## src/rtl/fsmc_pkg.sv

```systemverilog
// Shared definitions for the FSMC slave front-end and the buffer stage behind it.
//   - default bus widths
//   - register address map seen on the FSMC address lines
//   - bus FSM state encoding
package fsmc_pkg;

    localparam int DW_DEFAULT = 16;
    localparam int AW_DEFAULT = 2;

    localparam logic [AW_DEFAULT-1:0] ADDR_DATA  = 2'd0;
    localparam logic [AW_DEFAULT-1:0] ADDR_INDEX = 2'd2;

    typedef enum logic [1:0] {
        IDLE    = 2'd0,
        WR      = 2'd1,
        RD      = 2'd2,
        RD_HOLD = 2'd3
    } fsmc_state_e;

endpackage

```

## src/rtl/fsmc_sync.sv

```systemverilog
// N-stage synchroniser for one asynchronous strobe, with edge outputs.
// Ports:
//   clk, reset : system clock, synchronous active-high reset
//   din        : asynchronous input
//   dout       : synchronised level (last stage)
//   fall, rise : single-cycle edge flags of dout
// Every stage, including the edge-history flop, resets to RST_VAL so a
// strobe that is already at its inactive level produces no edge after reset.
module fsmc_sync #(
    parameter int   STAGES  = 2,
    parameter logic RST_VAL = 1'b1
) (
    input  logic clk,
    input  logic reset,
    input  logic din,
    output logic dout,
    output logic fall,
    output logic rise
);

    logic [STAGES-1:0] stg;
    logic              prev;

    always_ff @(posedge clk) begin
        if (reset) begin
            stg  <= {STAGES{RST_VAL}};
            prev <= RST_VAL;
        end else begin
            stg  <= {stg[STAGES-2:0], din};
            prev <= stg[STAGES-1];
        end
    end

    assign dout = stg[STAGES-1];
    assign fall = prev & ~dout;
    assign rise = ~prev & dout;

endmodule

```

## src/rtl/fsmc_slave_if.sv

```systemverilog
// FSMC bus front-end: synchronises nce/noe/nwe, captures address and data,
// issues single-cycle write/read strobes to the buffer stage, registers read
// data onto the pads and keeps sticky error flags plus transaction counters.
// Ports:
//   clk, reset           : system clock, synchronous active-high reset
//   nce, noe, nwe, addr  : asynchronous FSMC pins
//   data_in              : pad input side of the data bus
//   data_out, data_oe    : pad output value and output enable
//   wr_stb/wr_addr/wr_data : one-cycle write to the consumer
//   rd_stb/rd_addr       : one-cycle read request to the consumer
//   rd_data              : consumer read data, valid RD_LAT cycles after rd_stb
//   rd_done              : one-cycle pulse when nOE is released
//   err_overlap, err_abort : sticky protocol error flags
//   wr_count, rd_count   : completed transaction counters (wrap)
//
// state   | meaning
// IDLE    | no transaction; waiting for a strobe falling edge while selected
// WR      | nWE low; write issued on its rising edge
// RD      | nOE low; read latency timer running
// RD_HOLD | nOE low; read data latched and driven on the pads
module fsmc_slave_if
    import fsmc_pkg::*;
#(
    parameter int DW          = DW_DEFAULT,
    parameter int AW          = AW_DEFAULT,
    parameter int SYNC_STAGES = 2,
    parameter int RD_LAT      = 1
) (
    input  logic          clk,
    input  logic          reset,
    input  logic          nce,
    input  logic          noe,
    input  logic          nwe,
    input  logic [AW-1:0] addr,
    input  logic [DW-1:0] data_in,
    output logic [DW-1:0] data_out,
    output logic          data_oe,
    output logic          wr_stb,
    output logic [AW-1:0] wr_addr,
    output logic [DW-1:0] wr_data,
    output logic          rd_stb,
    output logic [AW-1:0] rd_addr,
    input  logic [DW-1:0] rd_data,
    output logic          rd_done,
    output logic          err_overlap,
    output logic          err_abort,
    output logic [15:0]   wr_count,
    output logic [15:0]   rd_count
);

    localparam int WARM_W = $clog2(SYNC_STAGES + 1);

    logic nce_s, nce_fall, nce_rise;
    logic noe_s, noe_fall, noe_rise;
    logic nwe_s, nwe_fall, nwe_rise;
    logic sync_unused;

    fsmc_sync #(.STAGES(SYNC_STAGES), .RST_VAL(1'b1)) u_sync_nce (
        .clk(clk), .reset(reset), .din(nce), .dout(nce_s), .fall(nce_fall), .rise(nce_rise));
    fsmc_sync #(.STAGES(SYNC_STAGES), .RST_VAL(1'b1)) u_sync_noe (
        .clk(clk), .reset(reset), .din(noe), .dout(noe_s), .fall(noe_fall), .rise(noe_rise));
    fsmc_sync #(.STAGES(SYNC_STAGES), .RST_VAL(1'b1)) u_sync_nwe (
        .clk(clk), .reset(reset), .din(nwe), .dout(nwe_s), .fall(nwe_fall), .rise(nwe_rise));

    // Chip select is used as a level only.
    assign sync_unused = nce_fall ^ nce_rise;

    // Address and data ride a pipeline of equal depth so they line up with
    // the synchronised strobes.
    logic [AW-1:0] addr_pipe [SYNC_STAGES];
    logic [DW-1:0] data_pipe [SYNC_STAGES];
    logic [AW-1:0] addr_s;
    logic [DW-1:0] data_s;

    always_ff @(posedge clk) begin
        if (reset) begin
            for (int i = 0; i < SYNC_STAGES; i++) begin
                addr_pipe[i] <= '0;
                data_pipe[i] <= '0;
            end
        end else begin
            addr_pipe[0] <= addr;
            data_pipe[0] <= data_in;
            for (int i = 1; i < SYNC_STAGES; i++) begin
                addr_pipe[i] <= addr_pipe[i-1];
                data_pipe[i] <= data_pipe[i-1];
            end
        end
    end

    assign addr_s = addr_pipe[SYNC_STAGES-1];
    assign data_s = data_pipe[SYNC_STAGES-1];

    logic sel, overlap;
    assign sel     = ~nce_s;
    assign overlap = sel & ~noe_s & ~nwe_s;

    // After reset the synchroniser refills with pin samples; a strobe held
    // low across reset would then look like a fresh falling edge. New
    // transactions are only accepted once both strobes have been seen high
    // after the pipeline has refilled.
    logic              armed;
    logic [WARM_W-1:0] warm_cnt;
    logic [1:0]        lat_cnt;

    fsmc_state_e state, state_nxt;
    logic wr_stb_nxt, rd_stb_nxt, rd_done_nxt;
    logic lat_load, latch_rd, set_abort, set_overlap;

    always_comb begin
        state_nxt   = state;
        wr_stb_nxt  = 1'b0;
        rd_stb_nxt  = 1'b0;
        rd_done_nxt = 1'b0;
        lat_load    = 1'b0;
        latch_rd    = 1'b0;
        set_abort   = 1'b0;
        set_overlap = 1'b0;
        case (state)
            IDLE: begin
                if (overlap) begin
                    set_overlap = 1'b1;
                end else if (armed && sel && nwe_fall) begin
                    state_nxt = WR;
                end else if (armed && sel && noe_fall) begin
                    state_nxt  = RD;
                    rd_stb_nxt = 1'b1;
                    lat_load   = 1'b1;
                end
            end
            WR: begin
                if (!sel) begin
                    state_nxt = IDLE;
                    set_abort = 1'b1;
                end else if (overlap) begin
                    state_nxt   = IDLE;
                    set_overlap = 1'b1;
                end else if (nwe_rise) begin
                    state_nxt  = IDLE;
                    wr_stb_nxt = 1'b1;
                end
            end
            RD, RD_HOLD: begin
                if (!sel) begin
                    state_nxt = IDLE;
                    set_abort = 1'b1;
                end else if (overlap) begin
                    state_nxt   = IDLE;
                    set_overlap = 1'b1;
                end else if (noe_rise) begin
                    // An early release wins over a pending data latch.
                    state_nxt   = IDLE;
                    rd_done_nxt = 1'b1;
                end else if (state == RD && lat_cnt == 2'd0) begin
                    state_nxt = RD_HOLD;
                    latch_rd  = 1'b1;
                end
            end
            default: state_nxt = IDLE;
        endcase
    end

    always_ff @(posedge clk) begin
        if (reset) begin
            state       <= IDLE;
            wr_stb      <= 1'b0;
            rd_stb      <= 1'b0;
            rd_done     <= 1'b0;
            wr_addr     <= '0;
            wr_data     <= '0;
            rd_addr     <= '0;
            data_out    <= '0;
            err_overlap <= 1'b0;
            err_abort   <= 1'b0;
            wr_count    <= '0;
            rd_count    <= '0;
            lat_cnt     <= '0;
            armed       <= 1'b0;
            warm_cnt    <= WARM_W'(SYNC_STAGES);
        end else begin
            state   <= state_nxt;
            wr_stb  <= wr_stb_nxt;
            rd_stb  <= rd_stb_nxt;
            rd_done <= rd_done_nxt;
            if (wr_stb_nxt) begin
                wr_addr  <= addr_s;
                wr_data  <= data_s;
                wr_count <= wr_count + 16'd1;
            end
            if (rd_stb_nxt) begin
                rd_addr <= addr_s;
            end
            if (rd_done_nxt) begin
                rd_count <= rd_count + 16'd1;
            end
            if (latch_rd) begin
                data_out <= rd_data;
            end
            if (lat_load) begin
                lat_cnt <= 2'(RD_LAT);
            end else if (state == RD && lat_cnt != 2'd0) begin
                lat_cnt <= lat_cnt - 2'd1;
            end
            if (set_abort) begin
                err_abort <= 1'b1;
            end
            if (set_overlap) begin
                err_overlap <= 1'b1;
            end
            if (warm_cnt != '0) begin
                warm_cnt <= warm_cnt - 1'b1;
            end else if (noe_s && nwe_s) begin
                armed <= 1'b1;
            end
        end
    end

    assign data_oe = (state == RD || state == RD_HOLD) && !noe_s && sel;

endmodule

```

## config.mk

```make
export PLATFORM = sky130hd
export DESIGN_NAME = fsmc_slave_if
export DESIGN_NICKNAME = d
export VERILOG_FILES = /design/src/rtl/fsmc_pkg.sv /design/src/rtl/fsmc_sync.sv /design/src/rtl/fsmc_slave_if.sv
export SDC_FILE = /design/constraint.sdc
export NUM_CORES = 1
export LEC_CHECK = 0
export CORE_ASPECT_RATIO = 0.75
export CORE_MARGIN = 2
export CORE_UTILIZATION = 44
export DETAILED_ROUTE_END_ITERATION = 10
export PLACE_DENSITY = 0.84
export SYNTH_ARGS = -nofsm -noshare
export SYNTH_HDL_FRONTEND = slang
export SYNTH_SLANG_ARGS = --single-unit
```

## constraint.sdc

```tcl
create_clock -name clk -period 1.65 [get_ports clk]
set_input_delay 0.165 -clock clk [delete_from_list [all_inputs] [get_ports clk]]
set_output_delay 0.165 -clock clk [all_outputs]
set_load 0.01 [all_outputs]
```

; ---- Word-level counts from Yosys, hierarchy flattened
; Memory sizes are Yosys's and may differ from the RTL's. A register that Yosys moved wholly into a read port is not among the register bits.
; Index checks and enable logic that the tools add are counted.
[word_totals]
output_inout_bits = 74
mem_bits_ro = 0
latch_bits = 0
mem_bits_rw = 36
ff_bits = 72
input_bits = 39
memories = 2
elab_cells = 111
[op_classes]
div_mod_pow = 0
mul = 0
reduce_logical = 20
n_lt_le_gt_ge = 0
n_mux = 42
shifts = 0
bitwise_logic = 16
n_eq_ne = 7
addsub = 4
[memory_table]
columns = memory, depth, width, read_ports, rd_ports_with_merged_regs, wr, line
row1 = data_pipe, 2, 16, 2, 1, 2, fsmc_slave_if.sv:71  ; logic [DW-1:0] data_pipe [SYNC_STAGES];
row2 = addr_pipe, 2, 2, 2, 0, 2, fsmc_slave_if.sv:70  ; logic [AW-1:0] addr_pipe [SYNC_STAGES];
[ops]
columns = operator, n
row1 = "16-bit by 1-bit adder with 16-bit output, second input constant", 2
row2 = 16-bit 2-to-1 mux, 2
row3 = 1-bit 2-to-1 mux, 26
row4 = 2-bit 2-to-1 mux, 12
row5 = 1-bit logical AND, 8
row6 = 1-bit AND, 6
row7 = 1-bit NOT, 6
row8 = 2-bit case mux with 3 select lines, 1
row9 = 2-bit nonzero test, 3
row10 = "5-bit by 4-bit inequality test with 1-bit output, second input constant", 1
row11 = "2-bit == test, second input constant", 2
row12 = 2-bit zero test, 2
row13 = "4-bit by 3-bit inequality test with 1-bit output, second input constant", 1
row14 = 1-bit OR, 4
row15 = 4-bit AND reduction, 1
row16 = 2-bit OR reduction, 2
row17 = "2-bit by 1-bit subtractor with 2-bit output, second input constant", 2
row18 = "3-bit inequality test, second input constant", 1
row19 = 3-bit OR reduction, 1
row20 = "2-bit by 1-bit == test with 1-bit output, second input constant", 1
row21 = "2-bit inequality test, second input constant", 1
row22 = 1-bit case mux with 2 select lines, 1
row23 = 2-bit AND reduction, 1
row24 = 1-bit zero test, 1
row25 = 1-bit logical OR, 1

; ---- Depth between registers and ports, before layout
[depth]
ltp_word = 8
ltp_mapped = 7
depth_no_buf = 5

; ---- Cells and area by module
; From an unflattened synthesis, not the netlist that was laid out.
[hier_totals]
hier_cells = 475
hier_area_um2 = 4555.6
[by_module_without_submodules]
columns = module, n_inst, seq_area_each_um2, area_per_inst_um2, cells_each
row1 = fsmc_slave_if, 1, 2322.2, 4277.9, 451
row2 = fsmc_sync, 3, 60.1, 92.6, 8

; ---- Worst setup path after synthesis
; No wires, ideal clock.
[synth_timing]
path_kind = register to register
startpoint = register u_sync_nce.stg[1]
endpoint = register wr_count[14]
arrival_time_ns = 1.668
t_required_ns = 1.580
path_stages_with_launch = 7
setup_time_ns = 0.070
slack_ns = -0.088
path_buffers = 2
synth_period_minus_slack_ns = 1.738
path_cell_list = dfxtp_1 buf_6 nor4b_4 nand4_2 buf_6 or4_1 a21oi_1
[synth_via]
elab_chain_cells = 6
[synth_lines]
columns = element, line
row1 = from (decl), fsmc_sync.sv:21  ; logic [STAGES-1:0] stg;
row2 = from (signal assigned), fsmc_sync.sv:26  ; stg <= {STAGES{RST_VAL}};
row3 = from (signal assigned), fsmc_sync.sv:29  ; stg <= {stg[STAGES-2:0], din};
row4 = 1-bit NOT, --
row5 = 1-bit AND (2 in a row), fsmc_slave_if.sv:96  ; assign overlap = sel & ~noe_s & ~nwe_s;
row6 = 1-bit 2-to-1 mux, fsmc_slave_if.sv:135  ; end else if (overlap) begin
row7 = 1-bit 2-to-1 mux (*), fsmc_slave_if.sv:132  ; if (!sel) begin
row8 = 1-bit 2-to-1 mux (*), fsmc_slave_if.sv:119  ; case (state)
row9 = to (signal assigned), fsmc_slave_if.sv:188  ; wr_count <= wr_count + 16'd1;
row10 = to (decl), fsmc_slave_if.sv:47  ; output logic [15:0] wr_count,
; Every way passes the cells marked *; elsewhere a longest branch is shown, timed or not.
; A chain may end at the register's enable or synchronous reset.

; ---- Worst setup path after layout
[layout_timing]
startpoint = register state[1]
endpoint = register wr_count[11]
[layout_via]
elab_chain_cells = 2
[layout_lines]
columns = element, line
row1 = from (decl), fsmc_slave_if.sv:106  ; fsmc_state_e state, state_nxt;
row2 = from (signal assigned), fsmc_slave_if.sv:181  ; state <= state_nxt;
row3 = 2-bit by 1-bit == test with 1-bit output, fsmc_slave_if.sv:119
row4 = 1-bit 2-to-1 mux, fsmc_slave_if.sv:119
; No other way between the ends.

==> impl_results.md <==
- Status: complete, but fails checks
- Failing checks: setup timing
- Transition time at the pin with the least slew margin: 0.549 ns
- Critical path endpoint category: register
- Via count: 3,720
- EDFF count, synth: 0
- Crit path DAT: 2.01 ns
- Final net count: 650
- TritonCTS buffer count: 17
- Register-to-register path setup slack: -0.01 ns
- Number of violations reported at the end of detailed-routing iteration 0: 153
- Routability-driven placement congestion ratio: 0.813
- Share of Yosys cell area claimed by the top area cell type: 55.5%
- Final hold viol count: 0
- Number of maximum-capacitance constraint violations: 0
- Global route total overflow: 0
- Yosys Warn Count: 0
- Number of hold-repair buffers added at the cts stage: 0
- Switching Power: 1.60 mW
- Internal power consumption: 5.53 mW
- Initial antenna violation count: 0
- Sequential-to-total area share from yosys stat: 55.5%
- Routed wire per std cell: 14.2 um
- Die span in y: 91.3 um
- Switching power as a share of total power: 22.4%
- Sinks on the clock net: 124
- Critical-path cell list: nor4b_4 > nand4_2 > or4_1 > a21oi_1
- Rel. slew slack: 63.3%
- Count of placed standard cells including taps: 711
- Finish-stage setup viols: 3
- Overall die area: 0.0110 mm2
- Layout Cells excl Fill: 752
- Critical Path Start Type: register
- First drt pass iteration count: 5
- Number of H-tree levels: 4
- Ports placed on the boundary: 113
- Clock tree from TritonCTS: yes
- Main area contributors after synthesis: dfxtp_1 56%, nor2b_1 5.0%, a21oi_1 4.6%
- Max rail drop VDD: 0.000787 V
- ANT cells: 0
- Worst path setup slack after routing: -0.00998 ns
- Global-route wire length before repair: 17.1 mm
- Setup repair after global routing missed its margin: yes
- Combined area of all synthesized cells: 0.00447 mm2
- Vias per cell: 4.95
- DP Wirelength: 7.02 mm
- Std-Cell Rows: 31
- Sequential share of power: 44.0%
- Largest net degree at the start of global routing: 49
- Post-route antenna net violation count: 0
- Placeable core area: 0.00977 mm2
- Reg area: 0.00249 mm2
- Crit-path slowest cell: or4_1
- Max FO, Critical Path: 6
- Worst Hold Slack: 0.190 ns
- Count of filler cells inserted in the layout: 736
- Total Routed Length: 10.7 mm
- Critical path data required time: 2.00 ns
- Fin. max-slew vios: 0
- Leakage power: 2.45 nW
- Type of the worst min-delay path: input pin to register
- Clock Skews: 0.0219 ns
- Fraction of the core area covered by cells at the end of the flow: 67.8%
- Starting density of the core: 45.7%
- Via count of the first global-routing pass: 3,538
- Post-route clock period utilization: 101%
- Synth Flop Type: dfxtp_1
- Library cells used by synthesis: 44
- Total routing usage reported by global routing: 19.8%
- Horiz. Die Dim: 120 um
- Number of synthesized register bits: 124
- Logic gate share of total power: 5.1%
- Cells after Synth: 465
- CTS Root Cell: clkbuf_16
- Cell area after placement: 0.00589 mm2
- Post-Synthesis Mean Instance Area: 9.61 um2
- Share of flip-flops with an asynchronous set or reset after synthesis: 0%
- Maximum number of buffers from clock root to sink: 2
- Clock latency on the worst-skew pair: 0.42 ns
- Multi-input gate area in the final layout: 0.00187 mm2
- Number of port buffers: 112
- Crit-path max cell delay: 0.52 ns
- Areal power density over the cells: 1080 mW/mm2
- Largest area contributor in the netlist: dfxtp_1
- Clock transition at the registers of the reported paths: 0.06 ns
- Category of the critical setup timing path: register to register
- Proportion of power drawn by the clock network: 50.9%
- Share of post-route cells with drive strength above 1: 17.7%
- Clock period minus final worst setup slack: 1.66 ns
- Design area: 0.00662 mm2
- Layout overhead on the synthesized area: 48.2%
- Pre-CTS setup slack: -0.0486 ns
- DRC violations left: 0
- Net count after synthesis: 508
- Fmax: 602 MHz
area by class of cell:
type / count / area share, %
flip-flops and latches: 124 / 37.6
multi-input cells: 302 / 28.3
repair buffers: 151 / 22.1
clock buffers: 17 / 6.42
well taps: 132 / 2.49
clock inverters: 15 / 2.44
inverters: 11 / 0.623
final timing paths:
| kind | from | endpoint | cells past startpoint |
|---|---|---|---|
| worst min register to register | u_sync_nwe.stg[0] | u_sync_nwe.stg[1] | 1 |
| worst max-delay path | state[1] | wr_count[11] | 4 |
| worst max register to register | state[1] | wr_count[11] | 4 |
| worst min-delay path | reset | data_pipe[1][5] | 2 |
cells in the mapped netlist, types with 4 or more instances:
library cell	count
or2_2	10
nand4_1	9
o21ai_0	12
ha_1	4
and2_1	4
mux2i_1	18
xnor2_1	4
nor2b_1	36
or4_1	6
xor2_1	10
inv_1	11
nand3_1	10
or3_1	12
buf_2	6
and3_1	4
a21oi_1	41
dfxtp_1	124
clkbuf_1	18
nor2_1	39
nand2_1	49
o31ai_1	8
sequential cells by signal, summed over array words and instances, names as in the netlist:
name	cells
err_overlap	1
wr_stb	1
lat_cnt	2
addr_pipe	4
rd_done	1
err_abort	1
u_sync_nwe.stg	2
rd_addr	2
data_pipe	32
state	2
warm_cnt	2
u_sync_nce.stg	2
data_out	16
u_sync_noe.stg	2
armed	1
rd_stb	1
u_sync_nwe.prev	1
wr_data	16
u_sync_noe.prev	1
wr_count	16
wr_addr	2
rd_count	16
logic make-up after synthesis:
| logic type | after synthesis | share of synthesized area [%] |
|---|---|---|
| and+or+nand+nor | 193 | 23.3 |
| DFF | 124 | 55.5 |
| AOI/OAI and AO/OA | 72 | 9.21 |
| buffers and inverters | 39 | 3.86 |
| muxes | 19 | 4.28 |
| xor gates and xnor gates | 14 | 2.74 |
| adders and majority gates | 4 | 1.12 |
through the flow:
stage | power, mW | TNS (ns)
after floorplan | 3.39 | 0
after global placement | 3.53 | 0
after detailed placement | 3.55 | -0.387
after CTS | 7.20 | -0.00807
after global routing | 7.40 | -1.14
final | 7.13 | -0.0233
power by group through the flow:
stage | Clock (mW) | Sequential, mW | Combinational (mW)
floorplan | 0 | 3.17 | 0.218
CTS | 3.70 | 3.14 | 0.360
finish | 3.63 | 3.14 | 0.364
global route | 3.85 | 3.15 | 0.406
global placement | 0 | 3.19 | 0.334
detailed placement | 0 | 3.20 | 0.351
layout by cell type (no fill, tap or decap), drive strengths merged, types with 2 or more instances in the layout:
cell	instances
dfxtp	124
clkdlybuf4s50	110
nand2	49
a21oi	41
buf	40
nor2	39
nor2b	36
mux2i	18
clkbuf	17
inv	16
o21ai	12
or3	12
nand4	11
xor2	10
or2	10
nand3	10
o31ai	8
clkinv	7
or4	6
and2	5
and3	4
xnor2	4
ha	4
nor4b	2
and4bb	2
a31oi	2
a22o	2
o211ai	2
bufinv	2
and4	2
worst max-delay path: cells and delay by family, from the launching register on:
family	cells	cell delay, ns
compound gates	1	0.15
simple gates	3	1.10
flops	1	0.34
repair_timing:
action / in CTS / in global routing
pin swaps: 6 / 6
setup endpoints to repair: 20 / 56
buffers inserted: 2 / 6
resized for setup: 11 / 20
gates cloned: 1 / 0
metal layers:
metal | part of all wire (%) | up-vias | global-route usage [%]
met5 | 0 | - | 0
met4 | 0.99 | 0 | 8.24
met3 | 5.4 | 6 | 6.97
met2 | 50 | 98 | 32.6
met1 | 44 | 1757 | 23.6
li1 | - | 1859 | -
(Power assumes the default switching activity.)
